===== config.mk =====
export PLATFORM = sky130hd
export DESIGN_NAME = spi_ram_flat
export DESIGN_NICKNAME = d
export VERILOG_FILES = /design/src/rtl/spi_ram_if.sv /design/src/rtl/spi_ram.sv /design/src/flat_wrapper.sv
export SDC_FILE = /design/constraint.sdc
export NUM_CORES = 2
export LEC_CHECK = 0
export ABC_AREA = 1
export CORE_MARGIN = 3
export CORE_UTILIZATION = 50
export DETAILED_ROUTE_END_ITERATION = 12
export MAX_ROUTING_LAYER = met4
export PLACE_DENSITY = 0.68
export SKIP_LAST_GASP = 1
export SYNTH_ARGS = -nofsm -noshare
export SYNTH_HDL_FRONTEND = slang
export SYNTH_SLANG_ARGS = --single-unit

===== constraint.sdc =====
create_clock -name clk -period 2.5 [get_ports clk]
set_input_delay 0.5 -clock clk [delete_from_list [all_inputs] [get_ports clk]]
set_output_delay 0.5 -clock clk [all_outputs]
set_load 0.03 [all_outputs]

===== src/rtl/spi_ram_if.sv =====
// rtl/spi_ram_if.sv - command/response bundle between the SPI slave and spi_ram
interface spi_ram_if;
  logic [9:0] rx_data;
  logic       rx_valid;
  logic [7:0] tx_data;
  logic       tx_valid;

  // SPI slave side: issues command words, consumes read data
  modport master (
    output rx_data,
    output rx_valid,
    input  tx_data,
    input  tx_valid
  );

  // RAM side: consumes command words, returns read data
  modport slave (
    input  rx_data,
    input  rx_valid,
    output tx_data,
    output tx_valid
  );
endinterface


===== src/rtl/spi_ram.sv =====
// rtl/spi_ram.sv - command-driven single-port RAM behind the SPI slave; optional SPI_RAM_AUTOINC_EN address auto-increment
module spi_ram #(
  parameter int MEM_DEPTH      = 256,
  parameter int ADDR_SIZE      = 8,
  parameter int TX_HOLD_CYCLES = 8
) (
  input  logic         clk,
  input  logic         rst,
  spi_ram_if.slave     bus
);

  localparam int CW = $clog2(TX_HOLD_CYCLES + 1);

  typedef enum logic [1:0] {
    IDLE    = 2'd0,
    RD_PEND = 2'd1,
    TX_HOLD = 2'd2
  } state_t;

  state_t                 r_state;
  logic                   r_rx_valid_d;
  logic [ADDR_SIZE-1:0]   r_wr_addr;
  logic [ADDR_SIZE-1:0]   r_rd_addr;
  logic [7:0]             r_tx_data;
  logic                   r_tx_valid;
  logic [CW-1:0]          r_cnt;
  logic [7:0]             r_mem [0:MEM_DEPTH-1];

  state_t                 w_state_n;
  logic [ADDR_SIZE-1:0]   w_wr_addr_n;
  logic [ADDR_SIZE-1:0]   w_rd_addr_n;
  logic [7:0]             w_tx_data_n;
  logic                   w_tx_valid_n;
  logic [CW-1:0]          w_cnt_n;
  logic                   w_mem_we;
  logic                   w_exec;
  logic                   w_accept;
  logic [1:0]             w_opcode;
  logic [7:0]             w_payload;

`ifdef SPI_RAM_AUTOINC_EN
  logic                   r_wr_inc;
  logic                   w_wr_inc_n;
`endif

  // A long rx_valid level counts as one command: only its rising edge is accepted
  assign w_accept  = bus.rx_valid & ~r_rx_valid_d;
  assign w_opcode  = bus.rx_data[9:8];
  assign w_payload = bus.rx_data[7:0];

  assign bus.tx_data  = r_tx_data;
  assign bus.tx_valid = r_tx_valid;

  // Next-state and datapath decode; a command accepted in TX_HOLD cuts the hold short and runs as from IDLE
  always_comb begin
    w_state_n    = r_state;
    w_wr_addr_n  = r_wr_addr;
    w_rd_addr_n  = r_rd_addr;
    w_tx_data_n  = r_tx_data;
    w_tx_valid_n = r_tx_valid;
    w_cnt_n      = r_cnt;
    w_mem_we     = 1'b0;
    w_exec       = 1'b0;
`ifdef SPI_RAM_AUTOINC_EN
    w_wr_inc_n   = 1'b0;
    if (r_wr_inc) w_wr_addr_n = r_wr_addr + 1'b1;
`endif

    case (r_state)
      IDLE: begin
        w_exec = w_accept;
      end
      RD_PEND: begin
        w_tx_data_n  = r_mem[r_rd_addr];
        w_tx_valid_n = 1'b1;
        w_cnt_n      = CW'(TX_HOLD_CYCLES - 1);
        w_state_n    = TX_HOLD;
`ifdef SPI_RAM_AUTOINC_EN
        w_rd_addr_n  = r_rd_addr + 1'b1;
`endif
      end
      TX_HOLD: begin
        if (w_accept) begin
          w_tx_valid_n = 1'b0;
          w_state_n    = IDLE;
          w_exec       = 1'b1;
        end else if (r_cnt == '0) begin
          w_tx_valid_n = 1'b0;
          w_state_n    = IDLE;
        end else begin
          w_cnt_n = r_cnt - 1'b1;
        end
      end
      default: begin
        w_state_n = IDLE;
      end
    endcase

    // Command execution; an address command here overrides any pending increment above
    if (w_exec) begin
      case (w_opcode)
        2'b00: w_wr_addr_n = bus.rx_data[ADDR_SIZE-1:0];
        2'b01: begin
          w_mem_we = 1'b1;
`ifdef SPI_RAM_AUTOINC_EN
          w_wr_inc_n = 1'b1;
`endif
        end
        2'b10: w_rd_addr_n = bus.rx_data[ADDR_SIZE-1:0];
        default: w_state_n = RD_PEND;
      endcase
    end
  end

  // Control/state registers with synchronous reset
  always_ff @(posedge clk) begin
    if (rst) begin
      r_state      <= IDLE;
      r_rx_valid_d <= 1'b0;
      r_wr_addr    <= '0;
      r_rd_addr    <= '0;
      r_tx_data    <= 8'h00;
      r_tx_valid   <= 1'b0;
      r_cnt        <= '0;
`ifdef SPI_RAM_AUTOINC_EN
      r_wr_inc     <= 1'b0;
`endif
    end else begin
      r_state      <= w_state_n;
      r_rx_valid_d <= bus.rx_valid;
      r_wr_addr    <= w_wr_addr_n;
      r_rd_addr    <= w_rd_addr_n;
      r_tx_data    <= w_tx_data_n;
      r_tx_valid   <= w_tx_valid_n;
      r_cnt        <= w_cnt_n;
`ifdef SPI_RAM_AUTOINC_EN
      r_wr_inc     <= w_wr_inc_n;
`endif
    end
  end

  // Memory array is never reset; reset only blocks a write on its edge
  always_ff @(posedge clk) begin
    if (!rst && w_mem_we) r_mem[r_wr_addr] <= w_payload;
  end

endmodule


===== src/flat_wrapper.sv =====
// flat-port wrapper written by rule: the top's interface ports become plain ports
module spi_ram_flat 
#(
  parameter int MEM_DEPTH      = 256,
  parameter int ADDR_SIZE      = 8,
  parameter int TX_HOLD_CYCLES = 8
)
  (clk, rst, bus_rx_data, bus_rx_valid, bus_tx_data, bus_tx_valid);
  spi_ram_if bus_i ();
  input  logic clk;
  input  logic rst;
  input wire logic [$bits(bus_i.rx_data)-1:0] bus_rx_data;
  input wire logic [$bits(bus_i.rx_valid)-1:0] bus_rx_valid;
  output wire logic [$bits(bus_i.tx_data)-1:0] bus_tx_data;
  output wire logic [$bits(bus_i.tx_valid)-1:0] bus_tx_valid;
  assign bus_i.rx_data = bus_rx_data;
  assign bus_i.rx_valid = bus_rx_valid;
  assign bus_tx_data = bus_i.tx_data;
  assign bus_tx_valid = bus_i.tx_valid;
  spi_ram #(.MEM_DEPTH(MEM_DEPTH), .ADDR_SIZE(ADDR_SIZE), .TX_HOLD_CYCLES(TX_HOLD_CYCLES)) u_core (.clk(clk), .rst(rst), .bus(bus_i));
endmodule

Yosys cells after proc, flatten, opt, wreduce, memory -nomap -nowiden --
Memory sizes are Yosys's and may differ from the RTL's. A register that Yosys moved wholly into a read port is not among the register bits. Cells that the tools add are included.
Word-level totals: register bits 24, latch bits 0, bits in writable memories 2048, memory bits (read-only) 0, input port bits 13, output and inout port bits 9, word-level logic and storage cells 45, memories 1
Cells by class: add/subtract/negate cells 1, multipliers 0, div/mod/pow operators 0, order comparisons 0, equal/unequal tests 7, shifts and indexed selects 0, muxes and demuxes 17, bitwise gates (word level) 2, reductions and logical operators 11
Memory list:
- u_core.r_mem | depth 256, width 8, rd ports 1, clocked after Yosys merged registers in 1, wr ports 1, RTL line spi_ram.sv:27 | logic [7:0] r_mem [0:MEM_DEPTH-1];
Operator list (count):
- $mux 2 | 4
- $mux 4 | 2
- $pmux 4 s2 | 1
- $mux 1 | 7
- $pmux 2 s3 | 1
- $reduce_and 2->1 | 3
- $eq 2x1->1 const B | 2
- $eq 2x2->1 const B | 2
- $logic_not 2->1 | 2
- $logic_not 4->1 | 1
- $ne 2x2->1 const B | 2
- $pmux 1 s2 | 2
- $sub 4x1->4 const B | 1
- $ne 3x1->1 const B | 1
- $reduce_and 3->1 | 1
- $reduce_or 3->1 | 1
- $reduce_bool 2->1 | 1
- $and 1x1->1 | 1
- $logic_and 1x1->1 | 1
- $logic_not 1->1 | 1
- $not 1->1 | 1

Depth between registers and ports, before layout --
word-level depth 8, mapped depth 17, gate-level depth less buffers 13

Least setup slack after synthesis --
Ideal clock, no wire load.
path type input-to-reg, start point in bus_rx_valid, end point mem u_core.r_mem[86][0], enable pin, setup time 0.370 ns, data arrival time 2.025 ns, data required time 2.130 ns, path slack 0.105 ns, cell stages on the path 9, buffers on the path 1, cells stage by stage inv_1 nor2_1 o21ai_1 nor4_1 inv_1 nor3_4 nand2_2 buf_2 nor2_1
On the way: word-level cells in the longest chain between the ends 7
Ends and longest elaborated chain:
- start, declared | RTL line flat_wrapper.sv:13 | input wire logic [$bits(bus_i.rx_valid)-1:0] bus_rx_valid;
- $and 1x1->1 (*) | RTL line spi_ram.sv:47 | assign w_accept = bus.rx_valid & ~r_rx_valid_d;
- $mux 1 | RTL line spi_ram.sv:83 | if (w_accept) begin
- $pmux 1 s2 (*) | RTL line spi_ram.sv:69 | case (r_state)
- $mux 1 (*) | RTL line spi_ram.sv:100 | if (w_exec) begin
- $logic_and 1x1->1 (*) | RTL line spi_ram.sv:144 | if (!rst && w_mem_we) r_mem[r_wr_addr] <= w_payload;
- $mux 1 (*) | RTL line spi_ram.sv:144
- $mux 1 (implied by the code) (*) | RTL line spi_ram.sv:144
- end, declared | RTL line spi_ram.sv:27
Mark *: on every way between the ends. The rest lies on a longest branch, timed or not.

==> results.sh <==
export IMPL_drv_cap=0
export IMPL_finalWeightedCongestion=0.959
export IMPL_wl_um=242000
export IMPL_grt_pass1_vias=56200
export IMPL_nets=7606
export IMPL_run_status="complete, but fails checks"
export IMPL_critPathKind="reg -> reg"
export IMPL_ios=22
export IMPL_yosysWarnings=0
export IMPL_hold_violations=0
export IMPL_slowest_stage="dfxtp_4"
export IMPL_clk_pin_slew_worst_paths_ns=0.07
export IMPL_final_common_cell="nand2_1"
export IMPL_cts_made_buffers=199
export IMPL_ir_drop_mv=0.749
export IMPL_die_x_um=417
export IMPL_synth_top_area_share_pct=72.9
export IMPL_synth_cell_types=24
export IMPL_grt_total_usage_pct=27.7
export IMPL_reg2reg_from="u_core.r_rd_addr[0]"
export IMPL_cp_depth=15
export IMPL_clk_path_buf_depth=3
export IMPL_relSlewSlack_pct=51.5
export IMPL_period_share_pct=102
export IMPL_rsz0062_at_grt="true"
export IMPL_synth_area_leader_cell="edfxtp_1"
export IMPL_cpLargestDelayFamily="simple AND/OR/NAND/NOR gates"
export IMPL_worstPathCellList="clkinv_16 > buf_12 > buf_4 > nand2_1 > nand3_1 > nand3_1 > nand3_1 > nand3_2 > nand3_1 > nand3_2 > nand2_1 > nand2_1 > nand3_2 > nand2_1 > inv_1"
export IMPL_finalClockSkew_ns=0.0608
export IMPL_crit_fanout=23
export IMPL_endpoint_kind="flop"
export IMPL_arrival_ns=3.29
export IMPL_drc=0
export IMPL_antenna_found_initial=3
export IMPL_cts_hold_buffers=0
export IMPL_dr_first_iter_drc_count=8438
export IMPL_dr_pass1_iters=6
export IMPL_finalSetupViolCount=4
export IMPL_ctsHtreeMaxLevel=4
export IMPL_hold_ws_ns=0.0687
export IMPL_start_util_pct=50.4
export IMPL_p_leak_nw=35.9
export IMPL_start_kind="flop"
export IMPL_syn_inst=7115
export IMPL_port_buffers=21
export IMPL_p_per_area_nw_per_um2=741
export IMPL_max_stage_delay_ns=0.51
export IMPL_path_buf_inv=4
export IMPL_worstReg2RegEnd="u_core.bus.tx_data[2]"
export IMPL_die_area_um2=174000
export IMPL_syn_avg_cell_area_um2=11.9
export IMPL_core_region_area_um2=167000
export IMPL_final_cell_mix="nand2_1, edfxtp_1, nand3_1"
export IMPL_synthTopCellsByArea="edfxtp_1, nand3_1, nand2_1, buf_2, nor2_1"
export IMPL_worstSetupStartpoint="u_core.r_rd_addr[0]"
export IMPL_areaGrowthSynthToFinish_pct=19.1
export IMPL_grt_overflow_total=0
export IMPL_ys_ff_latch=2080
export IMPL_crit_required_ns=3.24
export IMPL_wl_per_cell_um=24.3
export IMPL_rows=150
export IMPL_grt_max_degree=73
export IMPL_worstSkewPairLatency_ns=0.84
export IMPL_grt_first_pass_wirelength_um=348000
export IMPL_holdCritPathClass="in -> reg"
export IMPL_timing_final_crit_period_ns=2.55
export IMPL_final_setup_worst_slack_ns=-0.0482
export IMPL_violations="negative setup slack"
export IMPL_yosysSeqAreaShare_pct=73.7
export IMPL_r2r_setup_slack_ns=-0.05
export IMPL_ant_nets=0
export IMPL_fmax_mhz=392
export IMPL_place_hpwl_um=151000
export IMPL_slew_violations=0
export IMPL_r2r_cells=15
export IMPL_worstMarginPinSlew_ns=0.728
export IMPL_via_count=58800
export IMPL_cts_root_buf="clkbuf_16"
export IMPL_cp_endpoint="u_core.bus.tx_data[2]"
export IMPL_clkSinkCount=2080
export IMPL_die_h_um=417
export IMPL_layout_drive_gt1_share_pct=15.7
export IMPL_cts_tree="built"
export IMPL_synth_cell_area_um2=84400
export IMPL_fin_util_pct=60.0
export IMPL_viasPerCell=5.91
export IMPL_syn_nets=7133
==> state kept, by name (all words and copies together) (netlist names) <==
name and count:
u_core.r_state 2, u_core.bus.tx_data 8, u_core.r_wr_addr 8, u_core.bus.tx_valid 1
u_core.r_rd_addr 8, u_core.r_mem 2048, u_core.r_cnt 4, u_core.r_rx_valid_d 1
==> how the worst min path moves through the flow <==
| stage | startpoint | endpoint | slack [ns] | cells after the start |
|---|---|---|---|---|
| after global placement | u_core.r_cnt[0] | u_core.r_cnt[0] | 0.46 | 1 |
| after detailed placement | u_core.r_cnt[0] | u_core.r_cnt[0] | 0.47 | 1 |
| after floorplan | u_core.r_cnt[0] | u_core.r_cnt[0] | 0.45 | 1 |
| after CTS | bus_rx_data[0] | u_core.r_mem[74][0] | 0.02 | 1 |
| final | bus_rx_data[0] | u_core.r_mem[74][0] | 0.07 | 1 |
| after global routing | bus_rx_data[0] | u_core.r_mem[111][0] | 0.04 | 1 |
==> area by class of cell <==
type | instances | area [um^2]
Inverter | 45 | 236
Clock buffer | 252 | 5340
Sequential cell | 2080 | 62200
Multi-Input combinational cell | 4501 | 20400
Clock inverter | 115 | 1460
Timing Repair inverter | 2 | 22.5
Antenna cell | 3 | 7.51
Fill cell | 12800 | 67000
Timing Repair Buffer | 759 | 8070
Tap cell | 2204 | 2760
==> cell usage after synthesis <==
cell type  count
a21boi_0       1
a21oi_1       21
a311oi_1       2
buf_1         25
buf_2        312
buf_4         37
buf_6          6
clkbuf_1     109
clkinv_1       3
dfxtp_1       32
edfxtp_1    2048
ha_1           5
inv_1         40
inv_4          2
nand2_1     2110
nand2_2       16
nand3_1     2025
nor2_1       290
nor3_1         2
nor3_4         4
nor4_1         1
o211ai_1       2
o21ai_0       21
o21ai_1        1
==> what timing repair did <==
action / 4_1_cts / 5_1_grt
setup endpoints to repair: 9 / 1415
cloned: 1 / 16
buffers inserted: 0 / 18
hold endpoints to repair: 0 / 0
pin swaps: 0 / 15
gates resized for setup: 8 / 199
==> where the power goes <==
| part | total (mW) | internal, mW | leakage, nW | switching [mW] |
|---|---|---|---|---|
| clock network | 31.1 | 18.2 | 3.29 | 12.8 |
| logic | 5.03 | 1.55 | 13.9 | 3.48 |
| registers | 38.3 | 38.3 | 18.7 | 0.0452 |
| total | 74.4 | 58.1 | 35.9 | 16.4 |
==> kinds of logic after synthesis <==
group                    Yosys count  synth area share (%)
AND/OR/NAND/NOR                 4448                  22.9
buffers and inverters            534                  3.06
flip-flops                      2080                  73.7
adder cells (fa/ha/maj)            5                0.0742
AO/OA/AOI/OAI                     48                 0.303
==> layer usage <==
metal	part of all wire, %	vias up	wire (um)	GRT usage (%)
li1	-	26300	-	-
met1	39	28400	94200	37.1
met2	46	3561	111000	42.1
met3	11	601	26600	5.25
met4	4.3	0	10300	11.2
met5	0	-	0	-
==> through the flow <==
stage               total power, mW  cell area, um^2  std cells  TNS [ns]  worst slack [ns]
floorplan                      41.3            84400       7115         0             0.105
detailed placement             43.7            92100       9556   -701.87            -0.413
global route                   76.4           100000       9960     -2.76            -0.118
finish                         74.4           100000       9961    -0.107           -0.0482
global placement               43.7            92100       9556   -796.13            -0.450
CTS                            74.3            98900       9924   -0.0230           -0.0159
Power figures use the tool's default switching activity.
